`src/rtl/seq_shift_add_multiplier_rca_nbit.sv`:
```
// ---------------------------------------------------------------------------
// rca_nbit
// Parameterised N-bit combinational ripple-carry adder built from full-adder
// cells. It is the single shared adder that the sequential multiplier reuses
// on every iteration.
//
// Ports:
//   a    [N-1:0]  first addend
//   b    [N-1:0]  second addend
//   cin           carry into bit 0
//   sum  [N-1:0]  N-bit sum
//   cout          carry out of bit N-1
// ---------------------------------------------------------------------------
module rca_nbit #(
   parameter int N = 4
) (
   input  logic [N-1:0] a,
   input  logic [N-1:0] b,
   input  logic         cin,
   output logic [N-1:0] sum,
   output logic         cout
);

   logic [N:0] w_carry;

   assign w_carry[0] = cin;

   // One full-adder cell per bit; the carry ripples from bit 0 upwards.
   for (genvar i = 0; i < N; i++) begin : g_fullAdder
      assign sum[i]         = a[i] ^ b[i] ^ w_carry[i];
      assign w_carry[i + 1] = (a[i] & b[i]) | (w_carry[i] & (a[i] ^ b[i]));
   end

   assign cout = w_carry[N];

endmodule

```
`src/rtl/seq_shift_add_multiplier.sv`:
```
// ---------------------------------------------------------------------------
// seq_shift_add_multiplier
// Unsigned N x N sequential shift-and-add multiplier. A single N-bit
// ripple-carry adder is reused for N iterations, one per clock, under the
// control of a three-state FSM (IDLE / RUN / DONE).
//
// Ports:
//   clk           rising-edge clock
//   rst           asynchronous, active-high reset
//   start         request, sampled only in IDLE or DONE
//   multiplicand  [N-1:0]   operand M, captured on the accepting edge
//   multiplier    [N-1:0]   operand Q, captured on the accepting edge
//   busy          high while in RUN
//   done          one-cycle pulse, high while in DONE
//   product       [2N-1:0]  last completed product, held until the next one
// ---------------------------------------------------------------------------
module seq_shift_add_multiplier #(
   parameter int N = 4
) (
   input  logic           clk,
   input  logic           rst,
   input  logic           start,
   input  logic [N-1:0]   multiplicand,
   input  logic [N-1:0]   multiplier,
   output logic           busy,
   output logic           done,
   output logic [2*N-1:0] product
);

   localparam int CW = $clog2(N + 1);

   typedef enum logic [1:0] {
      IDLE = 2'b00,
      RUN  = 2'b01,
      DONE = 2'b10
   } state_t;

   state_t           r_state;
   state_t           w_nextState;
   logic [N-1:0]     r_m;
   logic [N-1:0]     r_q;
   logic [N-1:0]     r_a;
   logic [CW-1:0]    r_count;
   logic [2*N-1:0]   r_product;

   logic [N-1:0]     w_addend;
   logic [N-1:0]     w_sum;
   logic             w_cout;
   logic             w_accept;
   logic             w_lastIter;

   // A new request is only honoured when the datapath is free; start seen
   // during RUN is deliberately dropped.
   assign w_accept   = start && (r_state == IDLE || r_state == DONE);
   assign w_lastIter = (r_count == CW'(N - 1));

   // The multiplicand is added only when the current multiplier LSB is set.
   assign w_addend = r_q[0] ? r_m : '0;

   rca_nbit #(
      .N (N)
   ) u_adder (
      .a    (r_a),
      .b    (w_addend),
      .cin  (1'b0),
      .sum  (w_sum),
      .cout (w_cout)
   );

   // State register.
   always_ff @(posedge clk or posedge rst) begin
      if (rst) begin
         r_state <= IDLE;
      end else begin
         r_state <= w_nextState;
      end
   end

   // Next-state logic: RUN lasts exactly N edges, DONE lasts one cycle unless
   // a new request arrives, in which case we go straight back to RUN.
   always_comb begin
      w_nextState = r_state;
      unique case (r_state)
         IDLE:    w_nextState = start ? RUN : IDLE;
         RUN:     w_nextState = w_lastIter ? DONE : RUN;
         DONE:    w_nextState = start ? RUN : IDLE;
         default: w_nextState = IDLE;
      endcase
   end

   // Outputs decode straight from the registered state, so neither busy nor
   // done has a combinational path from start.
   always_comb begin
      busy = 1'b0;
      done = 1'b0;
      unique case (r_state)
         RUN:     busy = 1'b1;
         DONE:    done = 1'b1;
         default: begin
            busy = 1'b0;
            done = 1'b0;
         end
      endcase
   end

   // Datapath: operand capture on acceptance, then one add-and-shift per RUN
   // edge. The adder carry-out becomes the new MSB of A in the same shift,
   // so no separate carry flop is needed to hold it between iterations. The
   // low sum bit migrates into Q, which ends up holding the product's lower
   // half. product is written only on the final iteration so it stays stable
   // for the whole of the following operation.
   always_ff @(posedge clk or posedge rst) begin
      if (rst) begin
         r_m       <= '0;
         r_q       <= '0;
         r_a       <= '0;
         r_count   <= '0;
         r_product <= '0;
      end else if (w_accept) begin
         r_m     <= multiplicand;
         r_q     <= multiplier;
         r_a     <= '0;
         r_count <= '0;
      end else if (r_state == RUN) begin
         r_a     <= {w_cout, w_sum[N-1:1]};
         r_q     <= {w_sum[0], r_q[N-1:1]};
         r_count <= r_count + CW'(1);
         if (w_lastIter) begin
            r_product <= {w_cout, w_sum, r_q[N-1:1]};
         end
      end
   end

   assign product = r_product;

endmodule

```
`config.mk`:
```
export PLATFORM = sky130hd
export DESIGN_NAME = seq_shift_add_multiplier
export DESIGN_NICKNAME = d
export VERILOG_FILES = /design/src/rtl/seq_shift_add_multiplier_rca_nbit.sv /design/src/rtl/seq_shift_add_multiplier.sv
export SDC_FILE = /design/constraint.sdc
export NUM_CORES = 1
export LEC_CHECK = 0
export BUFFER_PORTS_ARGS = -buffer_cell sky130_fd_sc_hd__clkbuf_2
export CORE_MARGIN = 2
export CORE_UTILIZATION = 50
export DETAILED_ROUTE_END_ITERATION = 8
export GPL_ROUTABILITY_DRIVEN = 0
export PLACE_DENSITY = 0.73
export RECOVER_POWER = 50
export SLEW_MARGIN = 20
export SYNTH_ARGS = -nofsm -noshare
export SYNTH_HDL_FRONTEND = slang
export SYNTH_HIERARCHICAL = 1
export SYNTH_SLANG_ARGS = --single-unit
```
`constraint.sdc`:
```
create_clock -name clk -period 3.2 [get_ports clk]
set_clock_uncertainty 0.1 [all_clocks]
set_input_delay 0.16 -clock clk [delete_from_list [all_inputs] [get_ports clk]]
set_output_delay 0.16 -clock clk [all_outputs]
set_load 0.02 [all_outputs]
```
==> results.json <==
{
  "clockBufferDepth": 2,
  "yosys.cell_types.count": 21,
  "synth_area_leaders": "dfrtp_1 (54%), mux2_2 (13%), fa_1 (6.9%)",
  "final_antenna_net_count": 0,
  "cts.hold.buffers_added": 6,
  "seqCellArea_um2": 626,
  "cts_tree": "done",
  "crit_chain": "and2_1, fa_1, inv_1, fa_1, inv_1, fa_1, inv_1, fa_1, inv_1, mux2_2",
  "post-cts-setup-buffers": 0,
  "grt.overflow.total": 0,
  "syn_area_per_cell_um2": 13.4,
  "first_pass_iters": 3,
  "max_stage_delay_ns": 0.43,
  "drc_errors": 0,
  "hpwl_um": 1390,
  "maxCapViolCount": 0,
  "grt_usage_pct": 18.0,
  "worstHoldPathCells": 3,
  "synthCells": 87,
  "place_area_um2": 1280,
  "critical_path_required_ns": 3.36,
  "hp-class": "input port to flop",
  "synth_warnings": 6,
  "synth_top_area_cell": "dfrtp_1",
  "synth_top_area_share_pct": 53.8,
  "fillCellCount": 188,
  "synth_fp_nets": 104,
  "tightest_slew_ns": 0.897,
  "crit_type": "flop to flop",
  "drive_gt1_share_pct": 27.0,
  "crit_path_end_kind": "flop",
  "die_w_um": 52.2,
  "ios": 21,
  "max_slew_margin_pct": 40.2,
  "cp_num_buf_inv": 4,
  "crit_path_start": "r_q[0]$_DFFE_PP0P_",
  "die_area_um2": 2730,
  "wirelength_um": 1950,
  "finalNetCount": 133,
  "grt_pass1_vias": 768,
  "clk_pin_slew_worst_paths_ns": 0.13,
  "multiInputGateArea_um2": 459,
  "cp.arrival_ns": 2.66,
  "cp.depth": 10,
  "fin_area_um2": 1350,
  "fin_util_pct": 61.1,
  "drt_iter0_markers": 12,
  "reg2reg_from": "r_q[0]$_DFFE_PP0P_",
  "initial_core_util_pct": 52.6,
  "ys_seq_elements": 25,
  "timing.hold.ws_ns": 0.0264,
  "rows": 17,
  "ir_worst_vdd_uv": 460,
  "viasPerCell": 5.03,
  "hold_viol": 0,
  "min_period_over_period_pct": 78.1,
  "syn_area_um2": 1160,
  "reg2reg_slack_ns": 0.70,
  "cts_buffers": 3,
  "r2r-end": "product[6]$_DFFE_PP0P_",
  "grt_pass1_wl_um": 3440,
  "min_period_ns": 2.50,
  "crit_path_top_delay_cell": "dfrtp_1",
  "fmaxAchievable_mhz": 400,
  "cts_root_buffer": "clkbuf_4",
  "diodes": 0,
  "yosysSeqAreaShare_pct": 53.8,
  "p_leak_nw": 0.661,
  "power_per_cell_area_nw_per_um2": 1010,
  "grt_max_degree": 26,
  "worst_setup_path_start_kind": "flop",
  "endpoint": "product[6]$_DFFE_PP0P_",
  "portBuffers": 20,
  "vias": 719,
  "cts_resized": 0,
  "worst_path_dominant_cell_family": "adder cells",
  "tns_ns": 0,
  "layout_common_cells": "dfrtp_1 (25), mux2_2 (13), inv_1 (13), clkbuf_2 (12), clkbuf_1 (9)",
  "fin_total_pwr_w": 0.00136,
  "area_growth_pct": 16.1,
  "clock_sinks": 25,
  "core_area_um2": 2210,
  "avgRoutedWirePerCell_um": 13.6,
  "status": "complete, no violations",
  "setup-violations-final": 0,
  "final_max_slew_viol_count": 0,
  "antenna_found_initial": 0,
  "crit_fanout": 5,
  "h-tree-depth": 1,
  "rsz0062_at_grt": "false",
  "reg2reg_depth": 10,
  "layout_commonest_cell": "dfrtp_1",
  "clk_latency_ns": 0.31,
  "chipHeight_um": 52.2
}
==> worst min-delay path: stages <==
cell and delay (ns):
clkbuf_2 0.07, a22o_1 0.11, a21o_1 0.08
==> layout make-up <==
type | instances | share of cell area (%)
multi-input cells | 46 | 34.0
repair buffers | 26 | 11.1
flip-flops and latches | 25 | 46.3
inverters | 14 | 4.07
well taps | 28 | 2.59
clock buffers | 4 | 1.94
==> Yosys cell counts <==
| cell | number |
|---|---|
| o21bai_1 | 1 |
| a21oi_1 | 1 |
| and2_1 | 4 |
| a22o_1 | 8 |
| nor2_4 | 1 |
| buf_2 | 1 |
| buf_6 | 1 |
| dfrtp_1 | 25 |
| nor2b_1 | 3 |
| ha_1 | 2 |
| a21o_1 | 3 |
| nand2b_4 | 1 |
| mux2i_1 | 1 |
| nand2_4 | 1 |
| conb_1 | 1 |
| inv_1 | 13 |
| mux2_2 | 13 |
| fa_1 | 4 |
| a211oi_1 | 1 |
| o2bb2ai_1 | 1 |
| inv_4 | 1 |
==> power breakdown <==
group	leakage (nW)	switching [W]	total, W	internal [W]
logic	0.340	0.000345	0.000655	0.000310
clock network	0.0150	0.0000898	0.000139	0.0000487
registers	0.306	0.0000992	0.000568	0.000469
total	0.661	0.000534	0.00136	0.000828
==> sequential cells by signal (all words and copies together), names as in the netlist <==
register  flops
product       8
r_count       3
r_m           4
r_q           4
r_a           4
r_state       2
==> metal layers <==
layer / global-route usage [%] / vias to the layer above / part of all wire (%)
met2: 28.7 / 14 / 46
met5: 0 / - / 0
li1: - / 343 / -
met4: 10.3 / 0 / 2.4
met3: 3.43 / 4 / 3.0
met1: 23.1 / 358 / 48
==> kinds of logic after synthesis <==
group | synth area share, %
simple gates | 6.88
flops | 53.8
other cells | 0.322
fa+ha+maj | 9.03
buf+inv | 6.13
mux | 13.4
compound gates | 10.4
==> per-stage QoR <==
stage                     setup slack, ns  cells
after floorplan                     0.883     87
after global placement              0.844    133
after detailed placement            0.726    133
after CTS                           0.677    143
after global routing                0.578    143
final                               0.700    143
==> worst min-delay path by stage <==
stage | startpoint | endpoint
final | multiplier[0] | r_q[0]$_DFFE_PP0P_
after global routing | multiplier[0] | r_q[0]$_DFFE_PP0P_
after CTS | multiplier[0] | r_q[0]$_DFFE_PP0P_
after detailed placement | rst | product[5]$_DFFE_PP0P_
after global placement | rst | r_a[1]$_DFFE_PP0P_
after floorplan | rst | product[0]$_DFFE_PP0P_
(Power assumes the default switching activity.)
